File: config.mk
export PLATFORM = sky130hd
export DESIGN_NAME = trng_buffer
export DESIGN_NICKNAME = d
export VERILOG_FILES = /design/src/rtl/trng_buffer.sv
export SDC_FILE = /design/constraint.sdc
export NUM_CORES = 1
export LEC_CHECK = 0
export CORE_MARGIN = 5
export CORE_UTILIZATION = 45
export CTS_CLUSTER_SIZE = 20
export DETAILED_ROUTE_END_ITERATION = 8
export GPL_ROUTABILITY_DRIVEN = 1
export PLACE_DENSITY = 0.77
export SETUP_SLACK_MARGIN = 0.05
export SLEW_MARGIN = 20
export SYNTH_ARGS = -nofsm -noshare
export SYNTH_HDL_FRONTEND = slang
export SYNTH_SLANG_ARGS = --single-unit
export TNS_END_PERCENT = 1
File: constraint.sdc
create_clock -name clk -period 4.3 [get_ports clk]
set_clock_uncertainty 0.05 [all_clocks]
set_input_delay 0.645 -clock clk [delete_from_list [all_inputs] [get_ports clk]]
set_output_delay 0.645 -clock clk [all_outputs]
set_load 0.005 [all_outputs]
File: src/rtl/trng_buffer.sv
// trng_buffer: prefetches random words from the TRNG generator into a small FIFO.
// It drops the stale first word after reset/alarm clear and screens captures with
// a repetition-count health test. Words are served over a valid/ready read port.
module trng_buffer #(
  parameter int W       = 32,
  parameter int DEPTH   = 4,
  parameter int RCT_LIM = 3
) (
  input  logic                     clk,
  input  logic                     rst,
  output logic                     trng_gen,
  input  logic                     trng_rdy,
  input  logic [W-1:0]             trng_rdn,
  output logic                     rd_valid,
  input  logic                     rd_ready,
  output logic [W-1:0]             rd_data,
  output logic [$clog2(DEPTH):0]   level,
  output logic                     alarm,
  input  logic                     alarm_clr
);

  localparam int AW    = $clog2(DEPTH);
  localparam int LVL_W = AW + 1;
  localparam int OCC_W = AW + 2;
  localparam int RW    = $clog2(RCT_LIM);
  localparam logic [RW-1:0] REP_MAX = RW'(RCT_LIM - 1);

  logic [W-1:0]     mem [DEPTH];
  // Head/tail carry one wrap bit above the index so tail-head yields 0..DEPTH.
  logic [AW:0]      head;
  logic [AW:0]      tail;
  logic             prime;
  logic             inflight;
  logic [W-1:0]     last_word;
  logic [RW-1:0]    rep_cnt;

  logic             full;
  logic             pop;
  logic             push;
  logic             capture;
  logic             repeat_word;
  logic [RW-1:0]    rep_next;
  logic             alarm_d;
  logic [LVL_W-1:0] level_eff;
  logic [OCC_W-1:0] occ;
  logic             gen_next;

  // Occupancy, read port, capture decisions and next request level.
  always_comb begin
    level       = tail - head;
    full        = (level == LVL_W'(DEPTH));
    rd_valid    = (level != '0) && !alarm;
    rd_data     = mem[head[AW-1:0]];
    pop         = rd_valid && rd_ready;
    capture     = trng_rdy && !prime && !alarm && !alarm_clr;
    repeat_word = (trng_rdn == last_word);
    rep_next    = (rep_cnt == REP_MAX) ? REP_MAX : rep_cnt + RW'(1);
    push        = capture && !repeat_word && !full;
    alarm_d     = alarm_clr ? 1'b0
                : (alarm || (capture && repeat_word && (rep_next == REP_MAX)));
    // A clear flushes the FIFO, so the request decision sees an empty buffer.
    level_eff   = alarm_clr ? '0 : level;
    occ         = {1'b0, level_eff} + OCC_W'(inflight);
    // Next alarm state gates gen so the request drops on the alarm edge itself.
    gen_next    = !alarm_d && (occ < OCC_W'(DEPTH));
  end

  // FIFO storage, pointers, health-test state and generator handshake.
  always_ff @(posedge clk or negedge rst) begin
    if (!rst) begin
      for (int unsigned i = 0; i < DEPTH; i++) mem[i] <= '0;
      head      <= '0;
      tail      <= '0;
      prime     <= 1'b1;
      inflight  <= 1'b0;
      last_word <= '0;
      rep_cnt   <= '0;
      alarm     <= 1'b0;
      trng_gen  <= 1'b0;
    end else begin
      trng_gen <= gen_next;
      alarm    <= alarm_d;

      if (trng_rdy)      inflight <= 1'b0;
      else if (trng_gen) inflight <= 1'b1;

      if (alarm_clr) begin
        rep_cnt <= '0;
        head    <= tail;
        // A word arriving with the clear is consumed as the stale prime word.
        prime   <= !trng_rdy;
      end else begin
        if (trng_rdy && prime) prime <= 1'b0;
        if (capture) begin
          last_word <= trng_rdn;
          rep_cnt   <= repeat_word ? rep_next : '0;
        end
        if (push) begin
          mem[tail[AW-1:0]] <= trng_rdn;
          tail              <= tail + 1'b1;
        end
        if (pop) head <= head + 1'b1;
      end
    end
  end

  // A captured word with the FIFO full means the generator broke its contract.
  assert property (@(posedge clk) disable iff (!rst)
    !(capture && !repeat_word && full));

endmodule
### Word-level counts from Yosys, hierarchy flattened

Cells that the tools add are included.

* input bits: 37
* logic and storage cells: 73
* RAM bits: 0
* ROM bits: 0
* bits in latches: 0
* register bits after elaboration: 172
* memories kept: 0
* output and inout port bits: 38

* multipliers: 0
* mux-type cells: 18
* reductions and logical operators: 27
* bitwise logic cells: 3
* $add $sub $neg: 5
* order comparisons: 4
* equal/unequal tests: 4
* div/mod/pow operators: 0
* shift operators: 0

Operators with widths (count)
* $bwmux W128: 1
* $mux W32: 3
* $bmux W32 S2: 1
* $demux W32 S2: 1
* $eq A32 B32 Y1: 1
* $logic_and A1 B1 Y1: 12
* $mux W3: 3
* $mux W2: 4
* $reduce_bool A2 Y1: 4
* $logic_not A1 Y1: 7
* $add A3 B1 Y3 const B: 2
* $ge A3 B3 Y1 const B: 2
* $not A2 Y3: 2
* $mux W1: 5
* $add A3 B1 Y4: 1
* $eq A2 B2 Y1 const B: 2
* $lt A4 B3 Y1 const B: 1
* $reduce_and A2 Y1: 2
* $eq A3 B3 Y1 const B: 1
* $lt A3 B1 Y1 const B: 1
* $reduce_bool A3 Y1: 1
* $sub A3 B3 Y3: 1
* $add A2 B1 Y2 const B: 1
* $logic_or A1 B1 Y1: 1
* $not A1 Y1: 1

### Logic depth before layout (Yosys ltp)

* depth in word-level cells: 10
* gate-level depth with buffers: 10
* gate-level depth less buffers: 9

### Least setup slack after synthesis

OpenSTA, ideal clock, no wires.

* kind: reg2reg
* from: register head[1]
* to: register mem[12] (netlist name)
* setup slack: 1.283 ns
* clock period less this slack: 3.017 ns
* path buffers: 3
* stages on the path, launching flop included: 11
* library setup time: 0.125 ns
* data required time: 4.125 ns
* data arrival time: 2.843 ns
* cells stage by stage: dfrtp_1 -> clkbuf_1 -> buf_1 -> inv_1 -> fa_1 -> xor3_1 -> o31a_1 -> nand2_1 -> a21oi_4 -> buf_6 -> mux2_2

* word-level cells in the longest chain between the ends: 5

Ends and longest elaborated chain
* from (decl): RTL line 30 `logic [AW:0] head;`
* from (signal assigned): RTL line 89 `head <= tail;`
* from (signal assigned): RTL line 102 `if (pop) head <= head + 1'b1;`
* $sub A3 B3 Y3: RTL line 50 `level = tail - head;`
* $eq A3 B3 Y1: RTL line 51 `full = (level == LVL_W'(DEPTH));`
* $logic_not A1 Y1: RTL line 58 `push = capture && !repeat_word && !full;`
* $logic_and A1 B1 Y1: RTL line 58
* $reduce_and A2 Y1 (no line)
* to (signal, indexed assignment): RTL line 99 `mem[tail[AW-1:0]] <= trng_rdn;`
* to (decl): RTL line 28 `logic [W-1:0] mem [DEPTH];`

Every way passes these cells.
A chain may end at the register's enable or synchronous reset.

### Worst setup path in the final report

* from: register tail[0]
* to: output rd_valid

* word-level cells in the longest chain between the ends: 3

Ends and longest elaborated chain
* from (decl): RTL line 31 `logic [AW:0] tail;`
* from (signal assigned): RTL line 100 `tail <= tail + 1'b1;`
* $sub A3 B3 Y3: RTL line 50
* $reduce_bool A3 Y1: RTL line 52 `rd_valid = (level != '0) && !alarm;`
* $logic_and A1 B1 Y1: RTL line 52
* to (decl): RTL line 14 `output logic rd_valid,`

Every way passes these cells.

==> results.md <==
- Status: completed
- Ports: 75
- Number of synthesized register bits: 172
- Iteration-0 DRC Markers: 183
- Power density cells: 733 mW/mm^2
- CTS-repair resized insts: 0
- Max FO, Critical Path: 4
- Static leakage: 3.95 nW
- ANT cells: 0
- CTS tree: done
- Die H: 143 um
- Util after Layout: 0.549
- Final ANT Viol Nets: 0
- Setup bufs post-CTS: 0
- Critical Path, Cell by Cell: inv_1 > ha_1 > inv_1 > fa_1 > xor3_1 > a31oi_1 > clkdlybuf4s50_1
- Critical path class: reg2out
- Slew headroom: 0.379
- Reg2reg start: tail[0]
- FFs w/ async S/R, synth: 1.00
- Worst r2r path cells: 10
- Final-report max-slew violation count: 0
- Setup ws final: 0.630 ns
- CP arrival: 2.98 ns
- TNS Setup: 0 ns
- RSZ-0062 raised after global routing: false
- Vias in the first global route: 4910
- DP Area: 0.00891 sq mm
- Remaining routing DRC violations: 0
- EDFF count, synth: 0
- R2R Setup Slk: 0.63 ns
- Setup WS pre-CTS: 0.546 ns
- Clk slew on worst S/H paths: 0.07 ns
- Delay-heaviest family, CP: buffers and inverters
- Critical Path Max Stage Delay: 0.57 ns
- Synth Instances: 487
- Global-route wire length before repair: 26.2 mm
- CP most frequent cell: inv_1
- CP max stage cell: clkdlybuf4s50_1
- Final setup violation count: 0
- Fin area: 0.00953 sq mm
- DRT Pass-1 Iters: 6
- Post-synth top flop: dfrtp_1
- WL/cell: 19.7 um
- Post-synth cell types: 31
- Synthesized area per cell: 16.4 sq um
- Die area: 0.0205 sq mm
- Total global-route track usage: 0.165
- Die X-Extent: 143 um
- Maximum clock path buffer count: 2
- Htree depth: 4
- Critical path launch point type: flop
- Worst vdd ir: 594 uV
- CP Data Required Time: 3.61 ns
- Max-cap violation count: 0
- Largest net degree at the start of global routing: 112
- Sequential share of the synthesized area: 0.539
- Worst slew pin tran: 0.929 ns
- Share of cells above drive strength 1: 0.427
- Starting Density: 0.461
- Clock Latency Late Sink: 0.43 ns
- Final hold vios: 0
- Syn nets: 532
- CP bufs+invs: 3
- RR Endpoint: mem[57]
- Number of antenna violations at the first check in global routing: 0
- Vias per cell: 5.38
- Root buffer cell: clkbuf_16
- Post-Route WL: 15.9 mm
- GRT Residual Overflow: 0
- Commonest non-fill, non-tap cell in the layout: dfrtp_1
- Critical path capture point type: output pin
- Hold Path Class: in2async
- Clk sinks: 172
- Mapped cell area: 0.00799 sq mm
- Synth Warn #: 0
- Placer Congestion: 0.793
- Layout area overhead: 19.3%
- CTS buffer count: 17
- Post-DP HPWL: 10.3 mm
- Most frequent cells in the layout: dfrtp_1 (170), mux2_2 (121), clkdlybuf4s50_1 (73)
- Rows: 48
- Port Buffer Count: 74
- CTS Hold Bufs: 0
- Fmax: 272 MHz
- Final nets: 613
- Min Tclk post-route: 3.67 ns
- Core Footprint: 0.0174 sq mm
- Final worst path period share: 0.854
- Vias post-DR: 4337
==> registers in the layout (all words and copies together) (netlist names) <==
name	count
trng_gen	1
tail	3
head	3
alarm	1
prime	1
inflight	1
last_word	32
rep_cnt	2
mem	128
==> cell type report <==
type / count / area (sq um)
Fill cell: 1354 / 7820
Sequential cell: 172 / 4310
Inverter: 9 / 33.8
Clock buffer: 19 / 443
Timing Repair Buffer: 86 / 875
Multi-Input combinational cell: 282 / 3470
Tap cell: 225 / 282
Clock inverter: 13 / 120
==> worst max-delay path by stage <==
stage,start,slack (ns),endpoint,depth (start not counted)
after floorplan,head[1],1.28,mem[12],10
after global placement,trng_rdn[17],0.63,mem[53],7
after detailed placement,alarm_clr,0.55,mem[74],7
after CTS,tail[0],0.54,mem[69],10
after global routing,tail[0],0.44,mem[60],10
final,tail[0],0.63,rd_valid,7
==> metal layers <==
| metal | global-route usage | up-vias | share of wire |
|---|---|---|---|
| li1 | - | 1940 | - |
| met2 | 0.267 | 84 | 0.49 |
| met1 | 0.222 | 2294 | 0.46 |
| met4 | 0.0451 | 0 | 0.012 |
| met3 | 0.0452 | 19 | 0.040 |
| met5 | 0 | - | 0 |
==> worst reg2reg max path: stages, from the launching register on <==
cell     delay [ns]
dfrtp_1        0.43
inv_1          0.16
ha_1           0.16
inv_1          0.05
fa_1           0.38
xor3_1         0.48
o31a_1         0.23
nand2_1        0.11
a21oi_4        0.72
buf_4          0.40
mux2_2         0.37
==> through the flow <==
stage | cells | total power, W | hold WS (ns)
3_5_place_dp | 772 | 0.00558 | 0.441
6_report | 806 | 0.00699 | 0.268
3_3_place_gp | 772 | 0.00547 | 0.423
2_1_floorplan | 487 | 0.00439 | 0.299
5_1_grt | 806 | 0.00739 | 0.339
4_1_cts | 804 | 0.00706 | 0.331
==> kinds of logic after synthesis <==
group	Yosys count	synth area share
multiplexers	194	0.337
AND/OR/NAND/NOR	29	0.0243
adder cells (fa/ha/maj)	8	0.0135
XOR/XNOR	37	0.0424
AO/OA/AOI/OAI	14	0.0175
buffers and inverters	33	0.0268
flip-flops	172	0.539
==> Yosys cell counts, types with 2 or more instances <==
cell type  number  area [sq um]
dfrtp_1       171          4280
xnor2_1        33           289
o21ai_0         3          15.0
nand3_1         2          10.0
xor2_1          3          26.3
nand2_1         8          30.0
buf_1           4          15.0
mux4_2         32           721
buf_6          12           135
clkbuf_1        8          30.0
mux2_2        121          1360
a32o_1          2          20.0
a21oi_4         4          65.1
nor4_4          2          42.5
nand4_1         8          50.1
mux2_4         40           601
nor2_1          6          22.5
ha_1            7          87.6
inv_1           9          33.8
==> power by group <==
| part | internal, W | switching [W] | total [W] | leakage [nW] |
|---|---|---|---|---|
| Clock | 0.000814 | 0.000639 | 0.00145 | 0.269 |
| Combinational | 0.00188 | 0.000963 | 0.00284 | 1.60 |
| Sequential | 0.00231 | 0.000387 | 0.00270 | 2.08 |
Note: power is estimated with default switching activity, not from simulation.
